## src/rtl/avalon_mm_regfile_slave_if.sv

```systemverilog
// Avalon-MM lite bus bundle between a master and the register-file slave.
// The master drives the request fields; the slave drives the response fields.
interface avalon_mm_regfile_slave_if #(
    parameter int unsigned DATA_W = 32,
    parameter int unsigned ADDR_W = 4
);
    logic [ADDR_W-1:0]   address;
    logic                read;
    logic                write;
    logic [DATA_W-1:0]   writedata;
    logic [DATA_W/8-1:0] byteenable;
    logic [DATA_W-1:0]   readdata;
    logic                readdatavalid;
    logic [1:0]          response;
    logic                waitrequest;

    modport master (
        output address,
        output read,
        output write,
        output writedata,
        output byteenable,
        input  readdata,
        input  readdatavalid,
        input  response,
        input  waitrequest
    );

    modport slave (
        input  address,
        input  read,
        input  write,
        input  writedata,
        input  byteenable,
        output readdata,
        output readdatavalid,
        output response,
        output waitrequest
    );
endinterface

```

## src/rtl/avalon_mm_regfile_slave.sv

```systemverilog
// Parametrised Avalon-MM lite register-file slave.
// Reads are never stalled and return after a fixed READ_LATENCY through a shift pipeline.
// Writes are held off for WRITE_WAIT waitrequest cycles by a small IDLE/WAIT/ACK FSM.
// Out-of-range reads answer SLAVEERROR with zero data; out-of-range writes are dropped.
// Master misbehaviour (read+write together, read during a write stall, write withdrawn
// mid-stall) sets a sticky proto_err flag that only reset clears.
module avalon_mm_regfile_slave #(
    parameter int unsigned       DATA_W       = 32,
    parameter int unsigned       NUM_REGS     = 8,
    parameter int unsigned       ADDR_W       = 4,
    parameter int unsigned       READ_LATENCY = 2,
    parameter int unsigned       WRITE_WAIT   = 1,
    parameter logic [DATA_W-1:0] RESET_VAL    = '0
) (
    input  logic                         clk,
    input  logic                         reset_n,
    avalon_mm_regfile_slave_if.slave     bus,
    output logic [NUM_REGS*DATA_W-1:0]   regs_out,
    output logic                         proto_err
);
    localparam int unsigned NB = DATA_W / 8;

    // Write FSM encoding
    localparam logic [1:0] S_IDLE = 2'd0;
    localparam logic [1:0] S_WAIT = 2'd1;
    localparam logic [1:0] S_ACK  = 2'd2;

    localparam logic [1:0] RESP_OKAY   = 2'b00;
    localparam logic [1:0] RESP_SLVERR = 2'b10;

    // Register storage
    logic [DATA_W-1:0] r_regs [NUM_REGS];

    // Holds waitrequest high until the first edge after reset release
    logic              r_init;

    logic [1:0]        r_state;
    logic [1:0]        w_state_nxt;
    logic [1:0]        r_cnt;
    logic [1:0]        w_cnt_nxt;
    logic              r_proto_err;

    // Read pipeline: index 0 captures at acceptance, index READ_LATENCY drives the bus
    logic [READ_LATENCY:0] r_pipe_vld;
    logic [DATA_W-1:0]     r_pipe_data [READ_LATENCY+1];
    logic [1:0]            r_pipe_resp [READ_LATENCY+1];

    logic              w_addr_hit;
    logic [DATA_W-1:0] w_rd_data;
    logic              w_wr_accept;
    logic              w_rd_accept;
    logic              w_violation;
    logic              w_waitreq;

    // Address decode and read mux; a miss leaves w_rd_data at zero
    always_comb begin
        w_addr_hit = 1'b0;
        w_rd_data  = '0;
        for (int i = 0; i < int'(NUM_REGS); i++) begin
            if (bus.address == ADDR_W'(i)) begin
                w_addr_hit = 1'b1;
                w_rd_data  = r_regs[i];
            end
        end
    end

    // Write FSM next state, acceptance strobes, waitrequest and violation detection
    always_comb begin
        w_state_nxt = r_state;
        w_cnt_nxt   = r_cnt;
        w_wr_accept = 1'b0;
        w_rd_accept = 1'b0;
        w_violation = 1'b0;
        w_waitreq   = r_init;
        if (!r_init) begin
            case (r_state)
                S_IDLE: begin
                    if (bus.write) begin
                        // A read alongside a write is dropped; the write proceeds
                        if (bus.read) begin
                            w_violation = 1'b1;
                        end
                        if (WRITE_WAIT == 0) begin
                            w_wr_accept = 1'b1;
                        end else begin
                            // This cycle is the first stall cycle
                            w_waitreq   = 1'b1;
                            w_state_nxt = (WRITE_WAIT > 1) ? S_WAIT : S_ACK;
                            w_cnt_nxt   = (WRITE_WAIT > 1) ? 2'(WRITE_WAIT - 2) : 2'd0;
                        end
                    end else if (bus.read) begin
                        w_rd_accept = 1'b1;
                    end
                end
                S_WAIT: begin
                    w_waitreq = 1'b1;
                    if (bus.read) begin
                        w_violation = 1'b1;
                    end
                    if (!bus.write) begin
                        // Master withdrew the write mid-stall: discard it
                        w_violation = 1'b1;
                        w_state_nxt = S_IDLE;
                    end else if (r_cnt == 2'd0) begin
                        w_state_nxt = S_ACK;
                    end else begin
                        w_cnt_nxt = r_cnt - 2'd1;
                    end
                end
                S_ACK: begin
                    if (bus.read) begin
                        w_violation = 1'b1;
                    end
                    if (bus.write) begin
                        w_wr_accept = 1'b1;
                    end else begin
                        w_violation = 1'b1;
                    end
                    w_state_nxt = S_IDLE;
                end
                default: begin
                    w_state_nxt = S_IDLE;
                end
            endcase
        end
    end

    // Reset-release stall flag
    always_ff @(posedge clk or negedge reset_n) begin
        if (!reset_n) begin
            r_init <= 1'b1;
        end else begin
            r_init <= 1'b0;
        end
    end

    // Write FSM state and wait counter
    always_ff @(posedge clk or negedge reset_n) begin
        if (!reset_n) begin
            r_state <= S_IDLE;
            r_cnt   <= 2'd0;
        end else begin
            r_state <= w_state_nxt;
            r_cnt   <= w_cnt_nxt;
        end
    end

    // Sticky protocol-violation flag
    always_ff @(posedge clk or negedge reset_n) begin
        if (!reset_n) begin
            r_proto_err <= 1'b0;
        end else if (w_violation) begin
            r_proto_err <= 1'b1;
        end
    end

    // Register file update with per-byte lane enables; out-of-range writes match no entry
    always_ff @(posedge clk or negedge reset_n) begin
        if (!reset_n) begin
            for (int i = 0; i < int'(NUM_REGS); i++) begin
                r_regs[i] <= RESET_VAL;
            end
        end else if (w_wr_accept) begin
            for (int i = 0; i < int'(NUM_REGS); i++) begin
                if (bus.address == ADDR_W'(i)) begin
                    for (int b = 0; b < int'(NB); b++) begin
                        if (bus.byteenable[b]) begin
                            r_regs[i][b*8 +: 8] <= bus.writedata[b*8 +: 8];
                        end
                    end
                end
            end
        end
    end

    // Read response pipeline; data and response are captured at acceptance
    always_ff @(posedge clk or negedge reset_n) begin
        if (!reset_n) begin
            r_pipe_vld <= '0;
            for (int k = 0; k <= int'(READ_LATENCY); k++) begin
                r_pipe_data[k] <= '0;
                r_pipe_resp[k] <= RESP_OKAY;
            end
        end else begin
            r_pipe_vld[0]  <= w_rd_accept;
            r_pipe_data[0] <= w_rd_accept ? w_rd_data : '0;
            r_pipe_resp[0] <= (w_rd_accept && !w_addr_hit) ? RESP_SLVERR : RESP_OKAY;
            for (int k = 1; k <= int'(READ_LATENCY); k++) begin
                r_pipe_vld[k]  <= r_pipe_vld[k-1];
                r_pipe_data[k] <= r_pipe_data[k-1];
                r_pipe_resp[k] <= r_pipe_resp[k-1];
            end
        end
    end

    assign bus.readdata      = r_pipe_data[READ_LATENCY];
    assign bus.readdatavalid = r_pipe_vld[READ_LATENCY];
    assign bus.response      = r_pipe_resp[READ_LATENCY];
    assign bus.waitrequest   = w_waitreq;
    assign proto_err         = r_proto_err;

    // Flat export of register contents, straight from the storage flops
    for (genvar gi = 0; gi < NUM_REGS; gi++) begin : g_regs_out
        assign regs_out[gi*DATA_W +: DATA_W] = r_regs[gi];
    end

endmodule

```

## src/flat_wrapper.sv

```systemverilog
// flat-port wrapper written by rule: the top's interface ports become plain ports
module avalon_mm_regfile_slave_flat 
#(
    parameter int unsigned       DATA_W       = 32,
    parameter int unsigned       NUM_REGS     = 8,
    parameter int unsigned       ADDR_W       = 4,
    parameter int unsigned       READ_LATENCY = 2,
    parameter int unsigned       WRITE_WAIT   = 1,
    parameter logic [DATA_W-1:0] RESET_VAL    = '0
)
  (clk, reset_n, regs_out, proto_err, bus_address, bus_read, bus_write, bus_writedata, bus_byteenable, bus_readdata, bus_readdatavalid, bus_response, bus_waitrequest);
  avalon_mm_regfile_slave_if #(.DATA_W(DATA_W), .ADDR_W(ADDR_W)) bus_i ();
  input  logic clk;
  input  logic reset_n;
  output logic [NUM_REGS*DATA_W-1:0] regs_out;
  output logic proto_err;
  input wire logic [$bits(bus_i.address)-1:0] bus_address;
  input wire logic [$bits(bus_i.read)-1:0] bus_read;
  input wire logic [$bits(bus_i.write)-1:0] bus_write;
  input wire logic [$bits(bus_i.writedata)-1:0] bus_writedata;
  input wire logic [$bits(bus_i.byteenable)-1:0] bus_byteenable;
  output wire logic [$bits(bus_i.readdata)-1:0] bus_readdata;
  output wire logic [$bits(bus_i.readdatavalid)-1:0] bus_readdatavalid;
  output wire logic [$bits(bus_i.response)-1:0] bus_response;
  output wire logic [$bits(bus_i.waitrequest)-1:0] bus_waitrequest;
  assign bus_i.address = bus_address;
  assign bus_i.read = bus_read;
  assign bus_i.write = bus_write;
  assign bus_i.writedata = bus_writedata;
  assign bus_i.byteenable = bus_byteenable;
  assign bus_readdata = bus_i.readdata;
  assign bus_readdatavalid = bus_i.readdatavalid;
  assign bus_response = bus_i.response;
  assign bus_waitrequest = bus_i.waitrequest;
  avalon_mm_regfile_slave #(.DATA_W(DATA_W), .NUM_REGS(NUM_REGS), .ADDR_W(ADDR_W), .READ_LATENCY(READ_LATENCY), .WRITE_WAIT(WRITE_WAIT), .RESET_VAL(RESET_VAL)) u_core (.clk(clk), .reset_n(reset_n), .bus(bus_i), .regs_out(regs_out), .proto_err(proto_err));
endmodule
```

## config.mk

```make
export PLATFORM = sky130hd
export DESIGN_NAME = avalon_mm_regfile_slave_flat
export DESIGN_NICKNAME = d
export VERILOG_FILES = /design/src/rtl/avalon_mm_regfile_slave_if.sv /design/src/rtl/avalon_mm_regfile_slave.sv /design/src/flat_wrapper.sv
export SDC_FILE = /design/constraint.sdc
export NUM_CORES = 1
export LEC_CHECK = 0
export ABC_AREA = 1
export BUFFER_PORTS_ARGS = -buffer_cell sky130_fd_sc_hd__buf_2
export CAP_MARGIN = 20
export CORE_ASPECT_RATIO = 0.8
export CORE_MARGIN = 5
export CORE_UTILIZATION = 28
export DETAILED_ROUTE_END_ITERATION = 8
export GPL_TIMING_DRIVEN = 1
export PLACE_DENSITY = 0.56
export SLEW_MARGIN = 20
export SYNTH_ARGS = -nofsm -noshare
export SYNTH_HDL_FRONTEND = slang
export SYNTH_SLANG_ARGS = --single-unit
```

## constraint.sdc

```tcl
create_clock -name clk -period 1.9 [get_ports clk]
set_clock_uncertainty 0.05 [all_clocks]
set_input_delay 0.475 -clock clk [delete_from_list [all_inputs] [get_ports clk]]
set_output_delay 0.475 -clock clk [all_outputs]
set_load 0.01 [all_outputs]
```

==> impl_summary.log, run 1 <==
[metrics] top cells by area in the synthesized netlist: sky130_fd_sc_hd__dfrtp_1, sky130_fd_sc_hd__nand2_1, sky130_fd_sc_hd__o21ai_0
[metrics] kind of critical path: reg2out
[metrics] total of buffers placed on input and output ports: roughly 340
[metrics] worst-path cell chain: inv_2 > o21ai_2 > buf_2
[metrics] number of cell rows: 75
[metrics] routed wire length on met3: around 4.3 mm
[metrics] post-synthesis register bit count: 361
[metrics] maximum number of pins on one net before global-route repair: 59
[metrics] Placed Instance Area: between 15000 and 20000 um2
[metrics] Tightest Hold Check Type: in2reg
[metrics] global-route usage over all layers: a little under a fifth
[metrics] Max Freq: between 500 and 600 MHz
[metrics] Clock Path Buffers: 3
[metrics] met1 routed wirelength after detailed routing: about 24 mm
[metrics] sequential element share of the synthesized area: between 60% and 70%
[metrics] Vias/cell: ~4.7
[metrics] leading cell type by number of instances after synthesis: sky130_fd_sc_hd__nand2_1
[metrics] Switching Share: 25.9%
[metrics] area of the placeable core: approximately 52000 um2
[metrics] clk_lat worst skew: roughly 0.54 ns
[metrics] prevailing post-synth register cell: sky130_fd_sc_hd__dfrtp_1
[metrics] synth cell count leaders: sky130_fd_sc_hd__nand2_1, sky130_fd_sc_hd__dfrtp_1, sky130_fd_sc_hd__o21ai_0
[metrics] Critical Path Fanout Max: 5
[metrics] Synth Instances: about 1500
[metrics] slew of the pin with the lowest slew margin: ~0.63 ns
[metrics] Die W: 266 um
[metrics] wire length per cell: roughly 20 um
[metrics] number of buffers created by CTS: 41
[metrics] clk sinks: 361
[metrics] combinational power share: about a tenth
[metrics] worst vdd ir: 0.000469 V
[metrics] routed length on met2: about 24 mm
[metrics] master cell of the clock root buffer: sky130_fd_sc_hd__clkbuf_16
[metrics] maximum cell stage delay along the critical path: 0.53 ns
[metrics] via total after detailed routing: approximately 12000
[metrics] async set-or-reset flop fraction in the synthesized netlist: 100%
[metrics] via count of the first global-routing pass: roughly 12000
[metrics] DRC violation total after the first TritonRoute iteration: around 1200
[metrics] area growth from synthesis to layout: 31.2%
[metrics] net switching power: 4950 uW
[metrics] DRT antenna net count: 0
[metrics] leakage power: ~0.010 uW
[metrics] count of boundary I/O pins: roughly 340
[metrics] final hold vios: 0
[metrics] clock network power share: ~44%
[metrics] remaining routing DRC violations: 0
[metrics] clock tree from TritonCTS: built
[metrics] Total Die Area: roughly 57000 um2
[metrics] dpl cells: 2554
[metrics] uppermost signal routing layer after detailed routing: met4
[metrics] Synth warnings: 0
[metrics] biggest area consumer among synthesized cells: sky130_fd_sc_hd__dfrtp_1
[metrics] EDFF count, synth: 0
[metrics] placer congestion estimate: between 0.8 and 0.9
[metrics] global-route wire length before repair: around 80 mm
[metrics] final non-filler cell total: 2629
[metrics] GRT overflow: 0
[metrics] max cap viols: 0
[metrics] WP data required: between 1 and 1.5 ns
[metrics] Initial Utilization: 28.1%
[metrics] share of cells above drive strength 1: 27.8%
[metrics] Final Cycle Share: a little over nine tenths
[metrics] number of library cell types mapped by synthesis: 28
[metrics] average cell area after synthesis: around 9.5 um2
[metrics] Design Area, Final: 19200 um2
[metrics] CTS clock-pin slew for the worst setup and hold paths: roughly 0.06 ns
[metrics] outcome: complete, no violations
[metrics] max-slew violations: 0
[metrics] floorplan die height: 215 um
[metrics] cell area power density: 994 nW/um2
[metrics] total number of nets in the final design: roughly 2000
[metrics] total wirelength of the detailed-routed design: roughly 53 mm
[metrics] synthesized cell area: around 15000 um2
[metrics] portion of synthesized cell area occupied by the leading cell type: 61.5%
[metrics] worst-case hold slack: between 0.15 and 0.2 ns
[metrics] count of final setup violators: 0
[metrics] total negative setup slack: 0 ns
[metrics] CTS H-tree lvls: 2
[metrics] critical path endpoint category: output pin
[metrics] final period demand of the worst path: between 1.5 and 2 ns
[metrics] Worst EP arrival: approximately 1.3 ns
[metrics] number of antenna violations at the first check in global routing: 1
[metrics] slew margin rel.: between 50% and 60%
[metrics] crit path max-delay cell type: sky130_fd_sc_hd__dfstp_2
[metrics] Critical Path Start Type: register
[metrics] placed wire-length estimate after detailed placement: ~38 mm
[metrics] Pint: between 10000 and 15000 uW
[metrics] detailed-routing iteration count for the pre-antenna-repair pass: 5
[metrics] relative contribution of sequential cells to total power: between 40% and 50%
cells by family after synthesis:
logic type / synth area share [%]
buf+inv: 7.35
simple gates: 17.9
compound gates: 13.0
flops: 61.7
other cells: 0.0256
sequential cells by signal, indices dropped and copies added (netlist names):
register	cells
u_core.r_state	1
u_core.regs_out	256
u_core.bus.response	1
u_core.proto_err	1
u_core.r_pipe_resp	2
u_core.r_pipe_vld	3
u_core.r_init	1
u_core.bus.readdata	32
u_core.r_pipe_data	64
cells in the final DEF (no fill, tap or decap), drive strengths merged:
cell,instances
nand4,1
clkinv,5
clkbuf,55
nand3,101
dfstp,1
o221ai,31
o21bai,1
conb,2
diode,1
a21oi,32
nor2,22
inv,116
clkinvlp,3
nor4,1
nand2,454
o22ai,25
dlygate4sd3,1
buf,424
or2,31
dfrtp,360
bufinv,7
o21ai,261
o21a,1
worst paths after layout:
kind	startpoint	endpoint	slack, ns	cells after the start
worst max-delay path	u_core.r_init	bus_waitrequest	0.04	3
worst min-delay path	bus_address[3]	u_core.r_pipe_resp[5]	0.20	3
worst max register to register	u_core.r_init	u_core.regs_out[134]	0.25	8
worst min register to register	u_core.r_pipe_data[52]	u_core.bus.readdata[20]	0.29	0
max in group asynchronous	reset_n	u_core.regs_out[125]	0.67	3
min in group asynchronous	reset_n	u_core.regs_out[44]	0.46	2
power groups by stage:
stage,combinational [uW],clock [uW],sequential (uW)
final,1990,8480,8630
after global routing,2230,9020,8690
after CTS,2030,8710,8630
after detailed placement,2020,0,8760
after global placement,1990,0,8740
after floorplan,654,0,8840
area by class of cell:
type | instances | area, um2
sequential | 361 | 9030
clock buffer | 55 | 1160
fill | 5254 | 32900
timing repair buffer | 425 | 2880
clock inverter | 17 | 279
inverter | 114 | 428
multi-input combinational | 963 | 4570
antenna | 1 | 2.50
tap | 693 | 867
routing by layer:
metal  global-route usage [%]  up-vias
li1                         -     5761
met1                     26.3     5984
met2                     27.7      454
met3                     4.02       77
met4                     4.44        0
met5                        0        -
timing repair:
action                                  CTS  global route
endpoints found under the hold margin    38             0
gates resized for setup                   3             0
endpoints found under the setup margin    1             1
setup buffers                             0             1
hold buffers                              1             0
per-stage QoR:
stage	power, uW	setup WS, ns	util, %
after global placement	10700	-0.168	34.1
after detailed placement	10800	-0.204	34.1
after floorplan	9500	0.281	-
after global routing	19900	-0.00376	36.9
final	19100	0.0450	36.9
after CTS	19400	0.00104	36.9
worst max-delay path: cells and delay by family, from the launching register on:
family                 cells  cell delay (ns)
buffers and inverters      2             0.21
AOI/OAI and AO/OA          1             0.06
DFF                        1             0.53
No activity file was read; power rests on OpenSTA's default activity.
==> inputs of run 2 (changes only) <==
- ABC_AREA: 1 -> default
- CORE_UTILIZATION: 28 -> 46
- GPL_ROUTABILITY_DRIVEN: default -> 0
- PLACE_DENSITY: 0.56 -> 0.79
==> impl_summary.log, run 2 <==
[metrics] multiplexer share of the synthesized area: 26.0% (was 0%)
[metrics] number of antenna violations at the first check in global routing: 2 (was 1)
[metrics] post-synthesis register bit count: 361 (unchanged)
[metrics] slew of the pin with the lowest slew margin: 0.525 ns (was 0.629 ns)
[metrics] kind of critical path: reg2out (unchanged)
[metrics] cell area power density: 933 nW/um2 (was 994 nW/um2)
[metrics] average cell area after synthesis: 15.2 um2 (was 9.49 um2)
[metrics] clk_lat worst skew: 0.53 ns (was 0.54 ns)
[metrics] Synth Instances: 988 (was 1544)
[metrics] clk sinks: 361 (unchanged)
[metrics] Critical Path Fanout Max: 4 (was 5)
[metrics] DRC violation total after the first TritonRoute iteration: 724 (was 1165)
[metrics] Initial Utilization: 46.5% (was 28.1%)
[metrics] max-slew violations: 0 (unchanged)
[metrics] final core area utilization: 59.9% (was 36.9%)
[metrics] detailed-routing iteration count for the pre-antenna-repair pass: 5 (unchanged)
[metrics] total wirelength of the detailed-routed design: 44.7 mm (was 52.8 mm)
[metrics] via total after detailed routing: 10200 (was 12300)
[metrics] clock tree from TritonCTS: built (unchanged)
[metrics] share of cells above drive strength 1: 57.1% (was 27.8%)
[metrics] area of the placeable core: 32400 um2 (was 52100 um2)
[metrics] synth cell count leaders: sky130_fd_sc_hd__dfrtp_1, sky130_fd_sc_hd__mux2_2, sky130_fd_sc_hd__mux2i_1 (was sky130_fd_sc_hd__nand2_1, sky130_fd_sc_hd__dfrtp_1, sky130_fd_sc_hd__o21ai_0)
[metrics] count of final setup violators: 1 (was 0)
[metrics] leakage power: 0.0105 uW (was 0.0101 uW)
[metrics] leading cell type by number of instances after synthesis: sky130_fd_sc_hd__dfrtp_1 (was sky130_fd_sc_hd__nand2_1)
[metrics] number of cell rows: 59 (was 75)
[metrics] Design Area, Final: 19400 um2 (was 19200 um2)
[metrics] total of buffers placed on input and output ports: 335 (unchanged)
[metrics] max cap viols: 0 (unchanged)
[metrics] slew margin rel.: 64.1% (was 58.1%)
[metrics] master cell of the clock root buffer: sky130_fd_sc_hd__clkbuf_16 (unchanged)
[metrics] outcome: finished, violations left (was complete, no violations)
[metrics] setup repair after global routing missed its margin: true
[metrics] final hold vios: 0 (unchanged)
[metrics] sequential element share of the synthesized area: 60.0% (was 61.7%)
[metrics] xor and xnor area share after synthesis: 0% (unchanged)
[metrics] global-route wire length before repair: 67.4 mm (was 79.7 mm)
[metrics] biggest area consumer among synthesized cells: sky130_fd_sc_hd__dfrtp_1 (unchanged)
[metrics] count of boundary I/O pins: 337 (unchanged)
[metrics] Die W: 212 um (was 266 um)
[metrics] GRT overflow: 0 (unchanged)
[metrics] synthesized cell area: 15100 um2 (was 14600 um2)
[metrics] cell type group with the largest total delay on the critical path: flip-flops (unchanged)
[metrics] area growth from synthesis to layout: 29.0% (was 31.2%)
[metrics] CTS clock-pin slew for the worst setup and hold paths: 0.06 ns (about the same)
[metrics] violated checks: setup timing
[metrics] Antenna diodes: 0 (was 1)
[metrics] WP data required: 1.37 ns (about the same)
[metrics] via count of the first global-routing pass: 10800 (was 12200)
[metrics] total number of nets in the final design: 1428 (was 1950)
[metrics] Final Cycle Share: 102% (was 97.6%)
[metrics] EDFF count, synth: 0 (unchanged)
[metrics] Placed Instance Area: 18100 um2 (was 17800 um2)
[metrics] most used cells in the layout excluding fill and tap cells: sky130_fd_sc_hd__dfrtp_1, sky130_fd_sc_hd__buf_2, sky130_fd_sc_hd__mux2_2, sky130_fd_sc_hd__buf_4, sky130_fd_sc_hd__mux2i_1 (was sky130_fd_sc_hd__nand2_1, sky130_fd_sc_hd__dfrtp_1, sky130_fd_sc_hd__buf_2, sky130_fd_sc_hd__o21ai_0, sky130_fd_sc_hd__inv_1)
[metrics] worst-path cell chain: buf_6 > a21o_1 > buf_6 (was inv_2 > o21ai_2 > buf_2)
[metrics] crit path max-delay cell type: sky130_fd_sc_hd__dfstp_2 (unchanged)
[metrics] portion of synthesized cell area occupied by the leading cell type: 59.8% (was 61.5%)
[metrics] top cells by area in the synthesized netlist: sky130_fd_sc_hd__dfrtp_1, sky130_fd_sc_hd__mux2_2, sky130_fd_sc_hd__mux4_2 (was sky130_fd_sc_hd__dfrtp_1, sky130_fd_sc_hd__nand2_1, sky130_fd_sc_hd__o21ai_0)
[metrics] wire length per cell: 24.3 um (was 20.1 um)
[metrics] Buffers & Inverters on Critical Path: 2 (unchanged)
[metrics] remaining routing DRC violations: 0 (unchanged)
[metrics] critical path endpoint category: output pin (unchanged)
[metrics] floorplan die height: 172 um (was 215 um)
[metrics] maximum cell stage delay along the critical path: 0.55 ns (was 0.53 ns)
[metrics] global-route usage over all layers: 24.3% (was 18.1%)
[metrics] maximum number of pins on one net before global-route repair: 93 (was 59)
[metrics] max reg flops: 256 (unchanged)
[metrics] number of library cell types mapped by synthesis: 43 (was 28)
[metrics] Worst EP arrival: 1.41 ns (was 1.33 ns)
[metrics] Max Freq: 518 MHz (was 539 MHz)
[metrics] worst vdd ir: 0.000621 V (was 0.000469 V)
[metrics] DRT antenna net count: 0 (unchanged)
[metrics] area fraction in compound gates after synthesis: 5.40% (was 13.0%)
[metrics] most used cell, CP: sky130_fd_sc_hd__buf_6
[metrics] placed wire-length estimate after detailed placement: 31.6 mm (was 38.1 mm)
[metrics] leading cell type in the layout, fill and taps excluded: sky130_fd_sc_hd__dfrtp_1 (was sky130_fd_sc_hd__nand2_1)
[metrics] Total Die Area: 36500 um2 (was 57000 um2)
[metrics] CTS H-tree lvls: 2 (unchanged)
[metrics] Tightest Hold Check Type: in2reg (unchanged)
[metrics] fillers: 2550 (was 5254)
[metrics] combinational family with the most area after synthesis: multiplexers (was simple AND/OR/NAND/NOR gates)
[metrics] number of buffers created by CTS: 38 (was 41)
[metrics] prevailing post-synth register cell: sky130_fd_sc_hd__dfrtp_1 (unchanged)
[metrics] Vias/cell: 5.52 (was 4.67)
[metrics] final period demand of the worst path: 1.93 ns (was 1.86 ns)
[metrics] async set-or-reset flop fraction in the synthesized netlist: 100% (unchanged)
[metrics] post-synthesis simple-gate area fraction: 5.03% (was 17.9%)
[metrics] Clock Path Buffers: 3 (unchanged)
[metrics] post-synthesis share of cell area spent on full adders, half adders and majority gates: 0% (unchanged)
[metrics] final worst-path setup slack: -0.0306 ns (was 0.0450 ns)
[metrics] Critical Path Start Type: register (unchanged)
[metrics] Synth warnings: 0 (unchanged)
## run 2: cell types whose count changed after synthesis, sizes merged, moves of 44 or more
cell / previous run / this run
nand2: 454 / 27
o21ai: 261 / 2
nand3: 101 / 4
inv: 114 / 3
mux2: 0 / 256
mux2i: 0 / 44
## run 2: kinds of logic after synthesis
| family | count (synthesis) |
|---|---|
| AOI/OAI and AO/OA | 86 |
| other | 1 |
| and+or+nand+nor | 124 |
| buffers and inverters | 90 |
| muxes | 326 |
| DFF | 361 |
## run 2: area by class of cell
cell class / instances / area (um2) / share of cell area, %
flip-flops and latches: 361 / 9040 / 46.5
clock inverters: 12 / 166 / 0.857
well taps: 427 / 534 / 2.75
repair buffers: 442 / 3030 / 15.6
multi-input cells: 538 / 5500 / 28.3
clock buffers: 56 / 1150 / 5.93
inverters: 3 / 11.3 / 0.0580
## run 2: per-stage QoR
stage,TNS [ns],hold slack (ns),setup WS [ns],instances,total power [uW]
6_report,-0.0306,0.215,-0.0306,1839,18100
3_5_place_dp,-15.48,0.285,-0.206,1767,10500
3_3_place_gp,-12.51,0.281,-0.215,1767,10400
4_1_cts,-0.0754,0.189,-0.0754,1839,18300
2_1_floorplan,0,0.129,0.0555,989,9390
5_1_grt,-0.0726,0.217,-0.0726,1839,18800
## run 2: final timing paths
| path | startpoint | slack [ns] | cells after the start | endpoint |
|---|---|---|---|---|
| worst max-delay path | u_core.r_init | -0.03 | 3 | bus_waitrequest |
| worst min-delay path | bus_writedata[28] | 0.22 | 2 | u_core.regs_out[188] |
| worst max register to register | u_core.r_init | 0.05 | 6 | u_core.regs_out[82] |
| worst min register to register | u_core.r_pipe_vld[1] | 0.29 | 0 | u_core.r_pipe_vld[2] |
| max in group asynchronous | reset_n | 0.68 | 3 | u_core.regs_out[98] |
| min in group asynchronous | reset_n | 0.34 | 2 | u_core.regs_out[138] |
## run 2: metal layers
layer | GRT usage (%) | part of all wire (%) | up-vias
met3 | 5.71 | 6.8 | 88
met2 | 38.9 | 47 | 353
met5 | 0 | 0.049 | -
li1 | - | - | 4386
met4 | 7.90 | 3.1 | 4
met1 | 33.4 | 43 | 5320
## run 2: power by group
part	internal [uW]	switching [uW]	leakage, uW
clock	4750	3040	0.000650
combinational	876	1050	0.00487
sequential	8080	324	0.00497
## run 2: worst reg2reg max path, delay by kind of cell, from the launching register on
| family | cells | cell delay, ns |
|---|---|---|
| buffers and inverters | 3 | 0.45 |
| flip-flops | 1 | 0.55 |
| multiplexers | 1 | 0.35 |
| AND/OR/NAND/NOR | 2 | 0.34 |
## run 2: what timing repair did
action | CTS | global route
hold buffers | 1 | 0
resized for setup | 2 | 3
setup endpoints to repair | 9 | 12
hold endpoints to repair | 23 | 0
buffers inserted | 3 | 0
==> inputs of run 3 (changes only) <==
- CORE_UTILIZATION: 46 -> 40
- PLACE_DENSITY: 0.79 -> 0.71
- RECOVER_POWER: default -> 25
==> impl_summary.log, run 3 (synthesized netlist as in run 2, its figures left out) <==
[metrics] outcome: finished, violations left (unchanged)
[metrics] violated checks: setup timing (unchanged)
[metrics] slew margin rel.: 30.9% (was 64.1%)
[metrics] global-route wire length before repair: 67.9 mm (was 67.4 mm)
[metrics] Critical Path Start Type: register (unchanged)
[metrics] Max Freq: 512 MHz (was 518 MHz)
[metrics] Clock Path Buffers: 3 (unchanged)
[metrics] count of boundary I/O pins: 337 (unchanged)
[metrics] Placed Instance Area: 18300 um2 (was 18100 um2)
[metrics] master cell of the clock root buffer: sky130_fd_sc_hd__clkbuf_16 (unchanged)
[metrics] max-slew violations: 0 (unchanged)
[metrics] worst-path cell chain: buf_6 > a21o_1 > buf_6 (unchanged)
[metrics] maximum number of pins on one net before global-route repair: 72 (was 93)
[metrics] Final Cycle Share: 103% (was 102%)
[metrics] via count of the first global-routing pass: 10800 (about the same)
[metrics] detailed-routing iteration count for the pre-antenna-repair pass: 4 (was 5)
[metrics] placed wire-length estimate after detailed placement: 32.4 mm (was 31.6 mm)
[metrics] wire length per cell: 23.4 um (was 24.3 um)
[metrics] dpl cells: 1830 (was 1767)
[metrics] CTS clock-pin slew for the worst setup and hold paths: 0.06 ns (about the same)
[metrics] Worst EP arrival: 1.43 ns (was 1.41 ns)
[metrics] Die W: 227 um (was 212 um)
[metrics] CTS H-tree lvls: 2 (unchanged)
[metrics] worst vdd ir: 0.000747 V (was 0.000621 V)
[metrics] total number of nets in the final design: 1433 (was 1428)
[metrics] clock tree from TritonCTS: built (unchanged)
[metrics] leading cell type in the layout, fill and taps excluded: sky130_fd_sc_hd__dfrtp_1 (unchanged)
[metrics] remaining routing DRC violations: 0 (unchanged)
[metrics] Design Area, Final: 19700 um2 (was 19400 um2)
[metrics] crit path max-delay cell type: sky130_fd_sc_hd__dfstp_2 (unchanged)
[metrics] maximum cell stage delay along the critical path: 0.56 ns (was 0.55 ns)
[metrics] critical path endpoint category: output pin (unchanged)
[metrics] most used cell, CP: sky130_fd_sc_hd__buf_6 (unchanged)
[metrics] final worst-path setup slack: -0.0543 ns (was -0.0306 ns)
[metrics] Vias/cell: 5.27 (was 5.52)
[metrics] count of final setup violators: 1 (unchanged)
[metrics] final non-filler cell total: 1904 (was 1839)
[metrics] floorplan die height: 184 um (was 172 um)
[metrics] slew of the pin with the lowest slew margin: 1.04 ns (was 0.525 ns)
[metrics] DRT antenna net count: 0 (unchanged)
[metrics] number of antenna violations at the first check in global routing: 2 (unchanged)
[metrics] area growth from synthesis to layout: 30.7% (was 29.0%)
[metrics] global-route usage over all layers: 21.3% (was 24.3%)
[metrics] final period demand of the worst path: 1.95 ns (was 1.93 ns)
[metrics] number of buffers created by CTS: 38 (unchanged)
[metrics] cell area power density: 933 nW/um2 (about the same)
[metrics] Critical Path Fanout Max: 2 (was 4)
[metrics] clk_lat worst skew: 0.53 ns (about the same)
[metrics] max cap viols: 0 (unchanged)
[metrics] via total after detailed routing: 10000 (was 10200)
[metrics] DRC violation total after the first TritonRoute iteration: 553 (was 724)
[metrics] GRT overflow: 0 (unchanged)
[metrics] kind of critical path: reg2out (unchanged)
[metrics] leakage power: 0.0106 uW (was 0.0105 uW)
[metrics] cell type group with the largest total delay on the critical path: flip-flops (unchanged)
[metrics] Tightest Hold Check Type: in2reg (unchanged)
[metrics] clk sinks: 361 (unchanged)
[metrics] Total Die Area: 41700 um2 (was 36500 um2)
[metrics] Initial Utilization: 40.6% (was 46.5%)
[metrics] area of the placeable core: 37100 um2 (was 32400 um2)
[metrics] WP data required: 1.37 ns (about the same)
[metrics] total of buffers placed on input and output ports: 335 (unchanged)
[metrics] share of cells above drive strength 1: 57.8% (was 57.1%)
[metrics] total wirelength of the detailed-routed design: 44.6 mm (was 44.7 mm)
[metrics] Buffers & Inverters on Critical Path: 2 (unchanged)
[metrics] setup repair after global routing missed its margin: true (unchanged)
[metrics] final hold vios: 0 (unchanged)
[metrics] number of cell rows: 63 (was 59)
[metrics] most used cells in the layout excluding fill and tap cells: sky130_fd_sc_hd__dfrtp_1, sky130_fd_sc_hd__buf_2, sky130_fd_sc_hd__mux2_2, sky130_fd_sc_hd__buf_4, sky130_fd_sc_hd__buf_12 (was sky130_fd_sc_hd__dfrtp_1, sky130_fd_sc_hd__buf_2, sky130_fd_sc_hd__mux2_2, sky130_fd_sc_hd__buf_4, sky130_fd_sc_hd__mux2i_1)
[metrics] max reg flops: 256 (unchanged)
-- run 3: changes by cell type in the layout (fill, tap and decap cells not counted), moves of 5 or more --
| cell | before | now |
|---|---|---|
| sky130_fd_sc_hd__buf_6 | 4 | 9 |
| sky130_fd_sc_hd__nand2_1 | 22 | 17 |
| sky130_fd_sc_hd__buf_4 | 64 | 53 |
| sky130_fd_sc_hd__buf_12 | 41 | 46 |
| sky130_fd_sc_hd__clkbuf_2 | 0 | 5 |
| sky130_fd_sc_hd__nand2_2 | 3 | 8 |
-- run 3: final timing paths --
| path | startpoint | end | slack [ns] | depth (start not counted) |
|---|---|---|---|---|
| min in group asynchronous | reset_n | u_core.r_pipe_data[76] | 0.61 | 2 |
| max | u_core.r_init | bus_waitrequest | -0.05 | 3 |
| min reg2reg | u_core.r_pipe_data[88] | u_core.r_pipe_data[56] | 0.29 | 0 |
| max in group asynchronous | reset_n | u_core.regs_out[75] | 0.19 | 4 |
| min | bus_writedata[12] | u_core.regs_out[204] | 0.23 | 2 |
| max reg2reg | u_core.r_init | u_core.regs_out[234] | 0.02 | 6 |
-- run 3: routing by layer --
layer  global-route usage, %  part of all wire, %  vias up
met5                       0                0.025        -
met4                    6.03                  2.7        2
met3                    4.76                  7.5       67
met2                    32.8                   46      325
met1                    30.6                   44     5224
li1                        -                    -     4409
-- run 3: final cells by class --
type                            count  area [um2]
Fill cell                        3153       17400
Sequential cell                   361        9040
Multi-Input combinational cell    538        5520
Timing Repair Buffer              447        3130
Clock buffer                       55        1150
Tap cell                          487         609
Clock inverter                     12         218
Inverter                            3        11.3
Antenna cell                        1        2.50
-- run 3: where the power goes --
part           internal [uW]  leakage [uW]  switching [uW]
Sequential              8090       0.00497             324
Clock                   5010      0.000673            3000
Combinational            887       0.00492            1040
Total                  14000        0.0106            4370
-- run 3: through the flow --
step                hold slack, ns  util (%)  power (uW)  TNS, ns  worst slack, ns
finish                       0.227      53.0       18400  -0.0543          -0.0543
global route                 0.215      53.0       19100   -0.485           -0.104
CTS                          0.200      53.0       18600  -0.0642          -0.0642
detailed placement           0.285      49.2       10500   -14.87           -0.267
global placement             0.281      49.2       10400   -13.71           -0.240
floorplan                    0.129         -        9390        0           0.0555
-- run 3: timing repair --
item                       in CTS  in global routing
pin swaps                       1                  2
hold endpoints to repair       27                  0
gates resized for setup         3                 14
setup endpoints to repair       1                 82
buffers inserted                3                  2
hold buffers                    1                  0
